### config.mk
export PLATFORM = sky130hd
export DESIGN_NAME = fact_accel_q
export DESIGN_NICKNAME = d
export VERILOG_FILES = /design/src/rtl/fact_accel_q.sv
export SDC_FILE = /design/constraint.sdc
export NUM_CORES = 2
export LEC_CHECK = 0
export CORE_ASPECT_RATIO = 1.1
export CORE_UTILIZATION = 45
export DETAILED_ROUTE_END_ITERATION = 6
export PLACE_DENSITY = 0.67
export SLEW_MARGIN = 20
export SYNTH_ARGS = -nofsm -noshare
export SYNTH_HDL_FRONTEND = slang
export SYNTH_SLANG_ARGS = --single-unit
### constraint.sdc
create_clock -name clk -period 10.2 [get_ports clk]
set_input_delay 2.04 -clock clk [delete_from_list [all_inputs] [get_ports clk]]
set_output_delay 2.04 -clock clk [all_outputs]
set_load 0.005 [all_outputs]
### src/rtl/fact_accel_q.sv
// fact_accel_q: memory-mapped factorial accelerator with operand/result queues,
// saturating overflow detection, batch processing and a level interrupt.
module fact_accel_q #(
    parameter int DATA_WIDTH = 64,
    parameter int OP_WIDTH   = 8,
    parameter int FIFO_DEPTH = 4
) (
    input  logic                  clk,
    input  logic                  reset_n,
    input  logic                  s_sel,
    input  logic                  s_wr,
    input  logic [15:0]           s_addr,
    input  logic [DATA_WIDTH-1:0] s_din,
    output logic [DATA_WIDTH-1:0] s_dout,
    output logic                  interrupt
);
    localparam int AW = $clog2(FIFO_DEPTH);

    typedef enum logic [2:0] {IDLE, LOAD, MULT, WRITE, DONE} state_t;

    state_t                  r_state, w_state_nx;
    logic [DATA_WIDTH-1:0]   r_acc;
    logic [OP_WIDTH-1:0]     r_cnt;
    logic                    r_ovf, r_done, r_any_ovf, r_err_push, r_intr_en;
    logic [OP_WIDTH-1:0]     r_op_mem [FIFO_DEPTH];
    logic [DATA_WIDTH-1:0]   r_res_mem [FIFO_DEPTH];
    logic [AW-1:0]           r_op_rd, r_op_wr, r_res_rd, r_res_wr;
    logic [AW:0]             r_op_cnt, r_res_cnt;

    logic [2:0]              w_idx;
    logic                    w_wr, w_start, w_clear, w_intr_wr, w_op_push, w_respop, w_go, w_busy;
    logic                    w_op_full, w_op_empty, w_res_full, w_res_empty;
    logic                    w_op_push_en, w_op_pop_en, w_res_push, w_res_pop_en, w_ovf_hi;
    logic [OP_WIDTH-1:0]     w_op_head;
    logic [DATA_WIDTH-1:0]   w_res_head;
    logic [2*DATA_WIDTH-1:0] w_prod;
    logic                    w_unused;

    assign w_idx     = s_addr[5:3];
    assign w_wr      = s_sel & s_wr;
    assign w_start   = w_wr && w_idx == 3'd0 && s_din[0];
    assign w_clear   = w_wr && w_idx == 3'd1 && s_din[0];
    assign w_intr_wr = w_wr && w_idx == 3'd3;
    assign w_op_push = w_wr && w_idx == 3'd4;
    assign w_respop  = w_wr && w_idx == 3'd7 && s_din[0];
    assign w_unused  = ^{s_addr[15:6], s_addr[2:0], s_din[DATA_WIDTH-1:OP_WIDTH]};

    assign w_op_full    = r_op_cnt == (AW+1)'(FIFO_DEPTH);
    assign w_op_empty   = r_op_cnt == '0;
    assign w_res_full   = r_res_cnt == (AW+1)'(FIFO_DEPTH);
    assign w_res_empty  = r_res_cnt == '0;
    assign w_op_head    = r_op_mem[r_op_rd];
    assign w_res_head   = r_res_mem[r_res_rd];
    assign w_op_pop_en  = r_state == LOAD && !w_op_empty;
    assign w_op_push_en = w_op_push && (!w_op_full || w_op_pop_en);
    assign w_res_pop_en = w_respop && !w_res_empty;
    assign w_res_push   = r_state == WRITE && (!w_res_full || w_res_pop_en);

    assign w_go     = w_start && !w_op_empty;
    assign w_busy   = r_state != IDLE && r_state != DONE;
    assign w_prod   = (2*DATA_WIDTH)'(r_acc) * (2*DATA_WIDTH)'(r_cnt);
    assign w_ovf_hi = |w_prod[2*DATA_WIDTH-1:DATA_WIDTH];

    assign interrupt = r_done & r_intr_en;

    always_ff @(posedge clk or negedge reset_n) begin
        if (!reset_n) r_state <= IDLE;
        else          r_state <= w_state_nx;
    end

    always_comb begin
        w_state_nx = r_state;
        case (r_state)
            IDLE, DONE: w_state_nx = w_go ? LOAD : r_state;
            LOAD:       w_state_nx = MULT;
            MULT:       w_state_nx = (w_ovf_hi || r_cnt <= OP_WIDTH'(2)) ? WRITE : MULT;
            WRITE:      w_state_nx = !w_res_push ? WRITE : (w_op_empty ? DONE : LOAD);
            default:    w_state_nx = IDLE;
        endcase
        if (w_clear) w_state_nx = IDLE;
    end

    // Operands 0 and 1 still take one MULT pass (cnt=1) so every result has the same max(N,2)+1 latency.
    always_ff @(posedge clk or negedge reset_n) begin
        if (!reset_n) begin
            r_acc      <= '0;
            r_cnt      <= '0;
            r_ovf      <= 1'b0;
            r_done     <= 1'b0;
            r_any_ovf  <= 1'b0;
            r_err_push <= 1'b0;
            r_intr_en  <= 1'b0;
        end else begin
            if (w_intr_wr) r_intr_en <= s_din[0];
            if (r_state == LOAD) begin
                r_acc <= DATA_WIDTH'(1);
                r_cnt <= (w_op_head < OP_WIDTH'(2)) ? OP_WIDTH'(1) : w_op_head;
                r_ovf <= 1'b0;
            end
            if (r_state == MULT) begin
                r_acc <= w_ovf_hi ? '1 : w_prod[DATA_WIDTH-1:0];
                r_cnt <= r_cnt - 1'b1;
                r_ovf <= r_ovf | w_ovf_hi;
            end
            if (w_clear) begin
                r_done     <= 1'b0;
                r_any_ovf  <= 1'b0;
                r_err_push <= 1'b0;
            end else begin
                if (w_op_push && !w_op_push_en) r_err_push <= 1'b1;
                if (w_res_push) r_any_ovf <= r_any_ovf | r_ovf;
                if (w_res_push && w_op_empty) r_done <= 1'b1;
                else if (w_go && r_state == DONE) r_done <= 1'b0;
            end
        end
    end

    always_ff @(posedge clk or negedge reset_n) begin
        if (!reset_n) begin
            r_op_rd   <= '0;
            r_op_wr   <= '0;
            r_op_cnt  <= '0;
            r_res_rd  <= '0;
            r_res_wr  <= '0;
            r_res_cnt <= '0;
        end else if (w_clear) begin
            r_op_rd   <= '0;
            r_op_wr   <= '0;
            r_op_cnt  <= '0;
            r_res_rd  <= '0;
            r_res_wr  <= '0;
            r_res_cnt <= '0;
        end else begin
            r_op_wr   <= r_op_wr + AW'(w_op_push_en);
            r_op_rd   <= r_op_rd + AW'(w_op_pop_en);
            r_op_cnt  <= r_op_cnt + (AW+1)'(w_op_push_en) - (AW+1)'(w_op_pop_en);
            r_res_wr  <= r_res_wr + AW'(w_res_push);
            r_res_rd  <= r_res_rd + AW'(w_res_pop_en);
            r_res_cnt <= r_res_cnt + (AW+1)'(w_res_push) - (AW+1)'(w_res_pop_en);
        end
    end

    always_ff @(posedge clk) begin
        if (w_op_push_en) r_op_mem[r_op_wr] <= s_din[OP_WIDTH-1:0];
        if (w_res_push) r_res_mem[r_res_wr] <= r_acc;
    end

    always_comb begin
        s_dout = '0;
        if (s_sel) begin
            case (w_idx)
                3'd2:    s_dout[3:0] = {r_err_push, r_any_ovf, w_busy, r_done};
                3'd3:    s_dout[0] = r_intr_en;
                3'd5:    s_dout[17:0] = {w_res_empty, w_op_full, 8'(r_res_cnt), 8'(r_op_cnt)};
                3'd6:    s_dout = w_res_empty ? '0 : w_res_head;
                default: ;
            endcase
        end
    end
endmodule

==> flow_summary.toml <==
[finish]
n_antenna_cell = 0
final_cell_mix = "and2_1, fa_1, edfxtp_1"
nNetsFinal = 3319
drive_gt1_frac = 0.08596
final_common_cell = "and2_1"
area_delta_synth_final_pct = 9.128

[yosys]
synth_warnings = 0
synth_xor_area_frac = 0.01873
syn_nets = 3320
postSynth.asyncResetShare = 0.2461
synth_cell_types = 79
muxShareOfSynthArea = 0.05261
synthAdderAreaFrac = 0.2752
synth_cells = 2761
ys_ff_latch = 382
synth_compound_gate_area_share = 0.09597
synthFlopType = "edfxtp_1"
syn_area_per_cell_um2 = 11.52
synthesis.area_mm2 = 0.03180
yosysSeqAreaShare = 0.3459
synth_edf_count = 288
synth-simple-area-share = 0.1582
synth_top_family_by_area = "adder cells"

[clocking]
worstSkewPairLatency_ns = 0.58
htreeDepth = 2
cts_tree = "yes"
cts_setup_buffers = 0
clock-sinks = 382
cts_made_buffers = 40
clk_path_buf_depth = 3
cts.hold.buffers_added = 0
cts-root-buf = "clkbuf_16"
clkSlewWorstSetupHoldPaths_ns = 0.06
cts_resized = 0

[route]
drcViolationCount = 0
drt-initial-drc-count = 1390
drtAntennaViolNets = 0
via_per_inst = 5.673
routed_wl_mm = 76.77
vias = 21100
wire_per_inst_um = 20.64
first_pass_iters = 6

[worst_setup_path]
critPathArrivalTime_ns = 8.04
end_kind = "flip-flop"
cp_max_fo = 48
max_stage_delay_ns = 0.97
r2r_start = "r_cnt[3]"
startpoint = "r_cnt[3]"
cp_slowest_cell = "and4_4"
worst-path-buf-inv = 4
path_cells = "buf_4 -> and2_1 -> fa_1 -> fa_1 -> fa_1 -> inv_1 -> fa_1 -> inv_1 -> ha_1 -> nand4_1 -> nor4_2 -> nor4b_2 -> a21o_1 -> a211o_1 -> and4_1 -> and4_4 -> buf_4 -> a31oi_1"
path_delay_family = "simple AND/OR/NAND/NOR gates"
startpoint_type = "flip-flop"
cp_common_cell = "fa_1"
critPathRequiredTime_ns = 10.62
path_class = "reg2reg"

[floorplanning]
core_area_mm2 = 0.06950
fp.dieH_um = 280.8
die_area_mm2 = 0.07173
start_util = 0.4575
die_w_um = 255.5
ios = 149
rows = 101

[placement]
dp_hpwl_mm = 54.90
place.port_buffers = 79
gp_congestion = 0.9770

[timing]
fin_worst_skew_ns = 0.01517
period_share = 0.7478
fmax_ghz = 0.1311
slew_violations = 0
finalHoldViolations = 0
worst_pin_slew_ns = 1.085
min_period_ns = 7.628
setup_viol = 0
relSlewSlack = 0.2767
setup_tns_ns = 0
rsz0062_at_grt = "false"

[global_route]
grt-ovfl-total = 0
grt_pass1_vias = 22900
grt_max_degree = 71
grt_pass1_wl_mm = 125.0
grt_antenna_before_repair = 0
grtUsageTotal = 0.2199

[worst_hold_path]
hold_class = "reg2reg"
hold_path_startpoint = "r_ovf"

[status]
status = "complete, no violations"

[job]
drv_cap = 0
-- logic make-up (layout without fill, tap and decap cells) --
| group | Yosys count | in the layout |
|---|---|---|
| AOI/OAI and AO/OA | 418 | 418 |
| xor gates and xnor gates | 68 | 68 |
| adders and majority gates | 475 | 475 |
| buffers and inverters | 428 | 459 |
| DFF | 382 | 382 |
| muxes | 77 | 77 |
| and+or+nand+nor | 913 | 913 |
-- cell usage after synthesis (9+ instances only) --
master	number	area (um^2)
dfrtp_1	94	2352
o211ai_1	9	67.56
nor3_1	19	95.09
buf_1	9	33.78
nand4_1	27	168.9
a31oi_1	37	231.5
edfxtp_1	288	8648
a21o_1	26	195.2
a31oi_4	30	638.1
mux4_2	72	1622
nor2_1	85	319.1
xnor2_1	41	359.1
inv_1	278	1044
nand2_1	191	716.9
o21bai_1	11	82.58
a211oi_1	11	82.58
fa_1	374	7487
xor2_1	27	236.5
a21oi_1	160	800.8
nand3_1	26	130.1
ha_1	101	1264
nor2b_1	19	118.9
nand2b_1	11	68.82
and2_1	432	2703
clkbuf_1	114	427.9
and3_1	70	437.9
o21ai_0	61	305.3
buf_2	21	105.1
-- tightest hold or removal path, delay by kind of cell, from the launching register on --
kind               cells  cell delay, ns
DFF                    1            0.34
and+or+nand+nor        1            0.05
AOI/OAI and AO/OA      1            0.06
-- final timing paths --
check / slack (ns) / depth (start not counted) / to
max in group asynchronous: 7.75 / 2 / r_cnt[6]
max reg2reg: 2.57 / 18 / r_acc[29]
min in group asynchronous: 1.37 / 1 / r_err_push
min: 0.49 / 2 / r_ovf
max: 2.57 / 18 / r_acc[29]
min reg2reg: 0.49 / 2 / r_ovf
-- per-layer routing --
layer,share of wire,vias up,track usage
li1,-,9381,-
met1,0.42,11040,0.2805
met2,0.51,551,0.3887
met3,0.044,129,0.02697
met4,0.029,0,0.07170
met5,0,-,0
-- flip-flops by register name, indices dropped and copies added (netlist names) --
name,count
r_done,1
r_op_rd,2
r_res_mem,256
r_intr_en,1
r_cnt,8
r_res_wr,2
r_res_cnt,3
r_state,3
r_op_mem,32
r_any_ovf,1
r_acc,64
r_err_push,1
r_res_rd,2
r_ovf,1
r_op_wr,2
r_op_cnt,3
-- layout make-up --
| type | instances | area [um^2] |
|---|---|---|
| fill | 6019 | 34800 |
| multi-input combinational | 1951 | 19150 |
| sequential | 382 | 11020 |
| tap | 927 | 1160 |
| clock buffer | 48 | 1051 |
| inverter | 279 | 1047 |
| timing repair buffer | 106 | 1022 |
| clock inverter | 26 | 254.0 |
-- through the flow --
stage	utilization	hold slack, ns	area, um^2	cells	setup slack [ns]
final	0.4993	0.4934	34700	3719	2.572
after floorplan	-	0.4559	31800	2761	2.043
after detailed placement	0.4797	0.4917	33340	3643	2.624
after global routing	0.4993	0.5345	34700	3719	2.171
after global placement	0.4796	0.4826	33330	3643	2.713
after CTS	0.4985	0.5056	34650	3717	2.615
Power is not shown: default switching activity piles up to over one toggle a cycle in this logic, so the estimate is an artifact.
